File: src/rtl/cmp_search_ctrl.sv
// Binary-search controller for an external magnitude comparator.
// It drives a probe value, reads back the gt/lt/eq flags and narrows the
// [lo, hi] window until the hidden target is found or the window is empty.
// lo/hi carry one extra bit so that lo may step past hi without wrapping.
module cmp_search_ctrl #(
  parameter int W = 4
) (
  input  logic         clk_i,
  input  logic         rst_ni,
  input  logic         start_i,
  output logic [W-1:0] probe_o,
  input  logic         cmp_gt_i,
  input  logic         cmp_lt_i,
  input  logic         cmp_eq_i,
  output logic         busy_o,
  output logic         done_o,
  output logic         found_o,
  output logic         err_o,
  output logic [W-1:0] result_o
);

  localparam logic [W:0]   HI_INIT   = {1'b0, {W{1'b1}}};
  localparam logic [W:0]   ONE_EXT   = {{W{1'b0}}, 1'b1};
  localparam logic [W-1:0] PROBE_MAX = {W{1'b1}};

  typedef enum logic [1:0] {
    S_IDLE  = 2'd0,
    S_PROBE = 2'd1,
    S_EVAL  = 2'd2,
    S_DONE  = 2'd3
  } state_e;

  state_e       state_q;
  logic [W:0]   lo_q, hi_q;
  logic [W:0]   lo_d, hi_d;
  logic [W-1:0] probe_q, result_q;
  logic [W-1:0] probe_d;
  logic         busy_q, done_q, found_q, err_q;
  logic [W:0]   probe_ext;
  logic         hit, bad, stop, eval_end;

  assign probe_ext = {1'b0, probe_q};
  // Window midpoint; lo <= hi <= 2^W-1 here, so the top bit is always zero.
  assign probe_d   = W'(lo_q + ((hi_q - lo_q) >> 1));

  // Decode the comparator flags into the next window and the end condition.
  always_comb begin
    lo_d = lo_q;
    hi_d = hi_q;
    hit  = 1'b0;
    bad  = 1'b0;
    stop = 1'b0;
    unique case ({cmp_gt_i, cmp_lt_i, cmp_eq_i})
      3'b001: hit = 1'b1;
      3'b100: begin
        if (probe_q == PROBE_MAX) stop = 1'b1;
        else                      lo_d = probe_ext + ONE_EXT;
      end
      3'b010: begin
        if (probe_q == '0) stop = 1'b1;
        else               hi_d = probe_ext - ONE_EXT;
      end
      default: bad = 1'b1;
    endcase
    eval_end = hit | bad | stop | (lo_d > hi_d);
  end

  // Search sequencer with registered outputs.
  always_ff @(posedge clk_i or negedge rst_ni) begin
    if (!rst_ni) begin
      state_q  <= S_IDLE;
      lo_q     <= '0;
      hi_q     <= HI_INIT;
      probe_q  <= '0;
      result_q <= '0;
      busy_q   <= 1'b0;
      done_q   <= 1'b0;
      found_q  <= 1'b0;
      err_q    <= 1'b0;
    end else begin
      done_q <= 1'b0;
      unique case (state_q)
        S_IDLE, S_DONE: begin
          if (start_i) begin
            lo_q     <= '0;
            hi_q     <= HI_INIT;
            found_q  <= 1'b0;
            err_q    <= 1'b0;
            result_q <= '0;
            busy_q   <= 1'b1;
            state_q  <= S_PROBE;
          end else begin
            state_q <= S_IDLE;
          end
        end
        S_PROBE: begin
          probe_q <= probe_d;
          state_q <= S_EVAL;
        end
        S_EVAL: begin
          lo_q <= lo_d;
          hi_q <= hi_d;
          if (eval_end) begin
            busy_q  <= 1'b0;
            done_q  <= 1'b1;
            found_q <= hit;
            err_q   <= bad;
            if (hit) result_q <= probe_q;
            state_q <= S_DONE;
          end else begin
            state_q <= S_PROBE;
          end
        end
        default: state_q <= S_IDLE;
      endcase
    end
  end

  assign probe_o  = probe_q;
  assign busy_o   = busy_q;
  assign done_o   = done_q;
  assign found_o  = found_q;
  assign err_o    = err_q;
  assign result_o = result_q;

endmodule

File: config.mk
export PLATFORM = sky130hd
export DESIGN_NAME = cmp_search_ctrl
export DESIGN_NICKNAME = d
export VERILOG_FILES = /design/src/rtl/cmp_search_ctrl.sv
export SDC_FILE = /design/constraint.sdc
export NUM_CORES = 1
export LEC_CHECK = 0
export CORE_MARGIN = 2
export CORE_UTILIZATION = 45
export CTS_CLUSTER_SIZE = 20
export DETAILED_ROUTE_END_ITERATION = 8
export PLACE_DENSITY = 0.73
export SYNTH_ARGS = -nofsm -noshare
export SYNTH_HDL_FRONTEND = slang
export SYNTH_SLANG_ARGS = --single-unit
File: constraint.sdc
create_clock -name clk_i -period 4 [get_ports clk_i]
set_input_delay 1.2 -clock clk_i [delete_from_list [all_inputs] [get_ports clk_i]]
set_output_delay 1.2 -clock clk_i [all_outputs]
set_load 0.03 [all_outputs]
==> flow_summary.ini <==
[clock_tree]
cts_max_level = 1
clk_pin_slew_ns = 0.13
cts_hold_buf = 0
cts_made_buffers = 3
cts_tree = yes
clock_latency_ns = 0.31
clockBufferDepth = 2
post_cts_buffers = 0
cts_sinks = 24
cts.repair.resized = 0
clockRootBuffer = clkbuf_4

[routing]
drt_first_pass_iters = 4
drt-initial-drc-count = 108
via_per_inst = 5.50
drc = 0
wl_per_cell_um = 15.0
ant_nets = 0
routed_wl_um = 3390
vias = 1243

[logic_synthesis]
yosys_warnings = 0
syn_nets = 187
synth_top_flop_cell = dfrtp_1
yosysTopAreaCell = dfrtp_1
syn_area_um2 = 1610
synth_cell_types = 44
yosysSeqAreaShare_pct = 37.7
synth_edf_count = 0
syn_inst = 164
synthTopCellsByArea = dfrtp_1, ha_1, dfstp_2
yosys_register_bits = 24
async_flop_share_pct = 100
synth_area_per_cell_um2 = 9.80
yosysTopAreaCellShare_pct = 31.2

[hold_path]
hp-class = reg2reg
hold_depth = 2

[setup_path]
path_class = in2reg
startpoint_type = primary input
r2r_cells = 12
required_ns = 4.21
worstPathArrival_ns = 3.76
end_kind = flop
crit_fanout = 9

[floorplan]
die_w_um = 63.8
die_h_um = 63.8
core.rowCount = 21
die_area_um2 = 4060
ioPinCount = 18
initial_core_util_pct = 47.4
core_um2 = 3390

[power]
power_density_nw_per_um2 = 515
p_leak_nw = 0.821
ir_drop_uv = 194

[grt]
grt-ovfl-total = 0
grt_max_degree = 25
grt_pass1_wl_um = 5960
grt_usage_pct = 18.5
grt_pass1_vias = 1286
antenna_found_initial = 0

[timing]
hold_viol = 0
hold_slack_ns = 0.546
maxSlewHeadroom_pct = 28.7
fmax_mhz = 282
setup_viol_count_final = 0
rsz0062_at_grt = false
timing.final.crit_period_ns = 3.54
drv_slew = 0
fin_skew_ns = 0.00722
min_period_over_period_pct = 88.6
tns_ns = 0
worstMarginPinSlew_ns = 1.07

[finish]
postLayoutCoreUtil_pct = 54.2
nNetsFinal = 204
area_growth_pct = 14.3
diodes = 0
drive_above_1_share_pct = 11.1
nFillCells = 291
fin_cells = 226

[placed_design]
io_buffer_count = 17
place.gp.congestion = 0.925
hpwl_um = 2580
place_inst = 222

[run]
maxCapViolCount = 0

[outcome]
outcome = finished clean
-- cells by family (layout without fill, tap and decap cells) --
family | count (synthesis) | count (layout) | share of synthesized area [%]
xor+xnor | 10 | 10 | 5.45
buf+inv | 17 | 33 | 5.37
flops | 24 | 24 | 37.7
simple gates | 40 | 40 | 12.5
compound gates | 53 | 53 | 22.4
mux | 3 | 3 | 2.41
fa+ha+maj | 17 | 17 | 14.2
-- registers in the layout, summed over array words and instances (netlist names) --
| signal | count |
|---|---|
| err_o | 1 |
| found_o | 1 |
| result_o | 4 |
| lo_q | 5 |
| probe_o | 4 |
| hi_q | 5 |
| done_o | 1 |
| state_q | 2 |
| busy_o | 1 |
-- cell usage after synthesis, types with 4 or more instances --
cell type,instances
a21oi_1,19
inv_1,9
a22o_1,12
dfrtp_1,20
dfstp_2,4
ha_1,15
nor2_1,13
xnor2_1,8
o21ai_0,7
nand2_1,10
-- placed cells by master, fill, tap and decap left out, types with 2 or more instances in the layout --
cell type	synthesis	layout
dfrtp_1	20	20
a21oi_1	19	19
clkdlybuf4s50_1	0	17
ha_1	15	15
nor2_1	13	13
a22o_1	12	12
nand2_1	10	10
inv_1	9	9
xnor2_1	8	8
o21ai_0	7	7
dfstp_2	4	4
nand3_1	3	3
nor2b_1	3	3
a21o_1	3	3
clkbuf_4	1	3
nor3_1	2	2
xor2_1	2	2
a41o_1	2	2
fa_1	2	2
buf_4	1	2
-- power by group --
group          total (mW)  switching [mW]  internal, mW  leakage, nW
Sequential          0.365          0.0756         0.289        0.302
Combinational       0.454           0.264         0.190        0.498
Clock               0.127          0.0717        0.0556       0.0210
Total               0.946           0.411         0.535        0.821
-- area by class of cell --
type	count	area, µm²	share of cell area [%]
multi-input cells	123	915	49.8
flip-flops and latches	24	606	33.0
repair buffers	19	185	10.1
well taps	46	57.6	3.13
inverters	10	37.5	2.04
clock buffers	4	36.3	1.98
-- final timing paths --
kind | startpoint | endpoint | slack [ns]
min | hi_q[2]$_DFFE_PN1P_ | hi_q[2]$_DFFE_PN1P_ | 0.55
max reg2reg | probe_o[0]$_DFFE_PN0P_ | state_q[1]$_DFF_PN0_ | 1.09
max in group asynchronous | rst_ni | err_o$_DFFE_PN0P_ | 1.91
max | cmp_gt_i | state_q[1]$_DFF_PN0_ | 0.46
min reg2reg | hi_q[2]$_DFFE_PN1P_ | hi_q[2]$_DFFE_PN1P_ | 0.55
min in group asynchronous | rst_ni | probe_o[1]$_DFFE_PN0P_ | 1.45
-- worst max-delay path, stage by stage --
cell and delay (ns):
clkdlybuf4s50_1 0.54, or3b_1 0.40, a31o_1 0.31, mux2_4 0.34, ha_1 0.28, nor2b_1 0.11, o21ai_0 0.08, nand3b_1 0.08
nand2_1 0.13, a211oi_1 0.28
-- through the flow --
step	setup WS (ns)	total power, mW	area [µm²]
final	0.456	0.946	1840
after global placement	0.193	0.809	1800
after floorplan	0.791	0.679	1610
after detailed placement	0.134	0.821	1800
after global routing	0.275	1.01	1840
after CTS	0.475	0.950	1840
-- layer usage --
layer	GRT usage [%]	part of all wire, %	up-vias
met2	33.0	52	21
met4	5.71	0.62	0
met1	23.1	44	604
li1	-	-	616
met3	2.46	3.0	2
met5	0	0	-
Note: power is estimated with default switching activity, not from simulation.
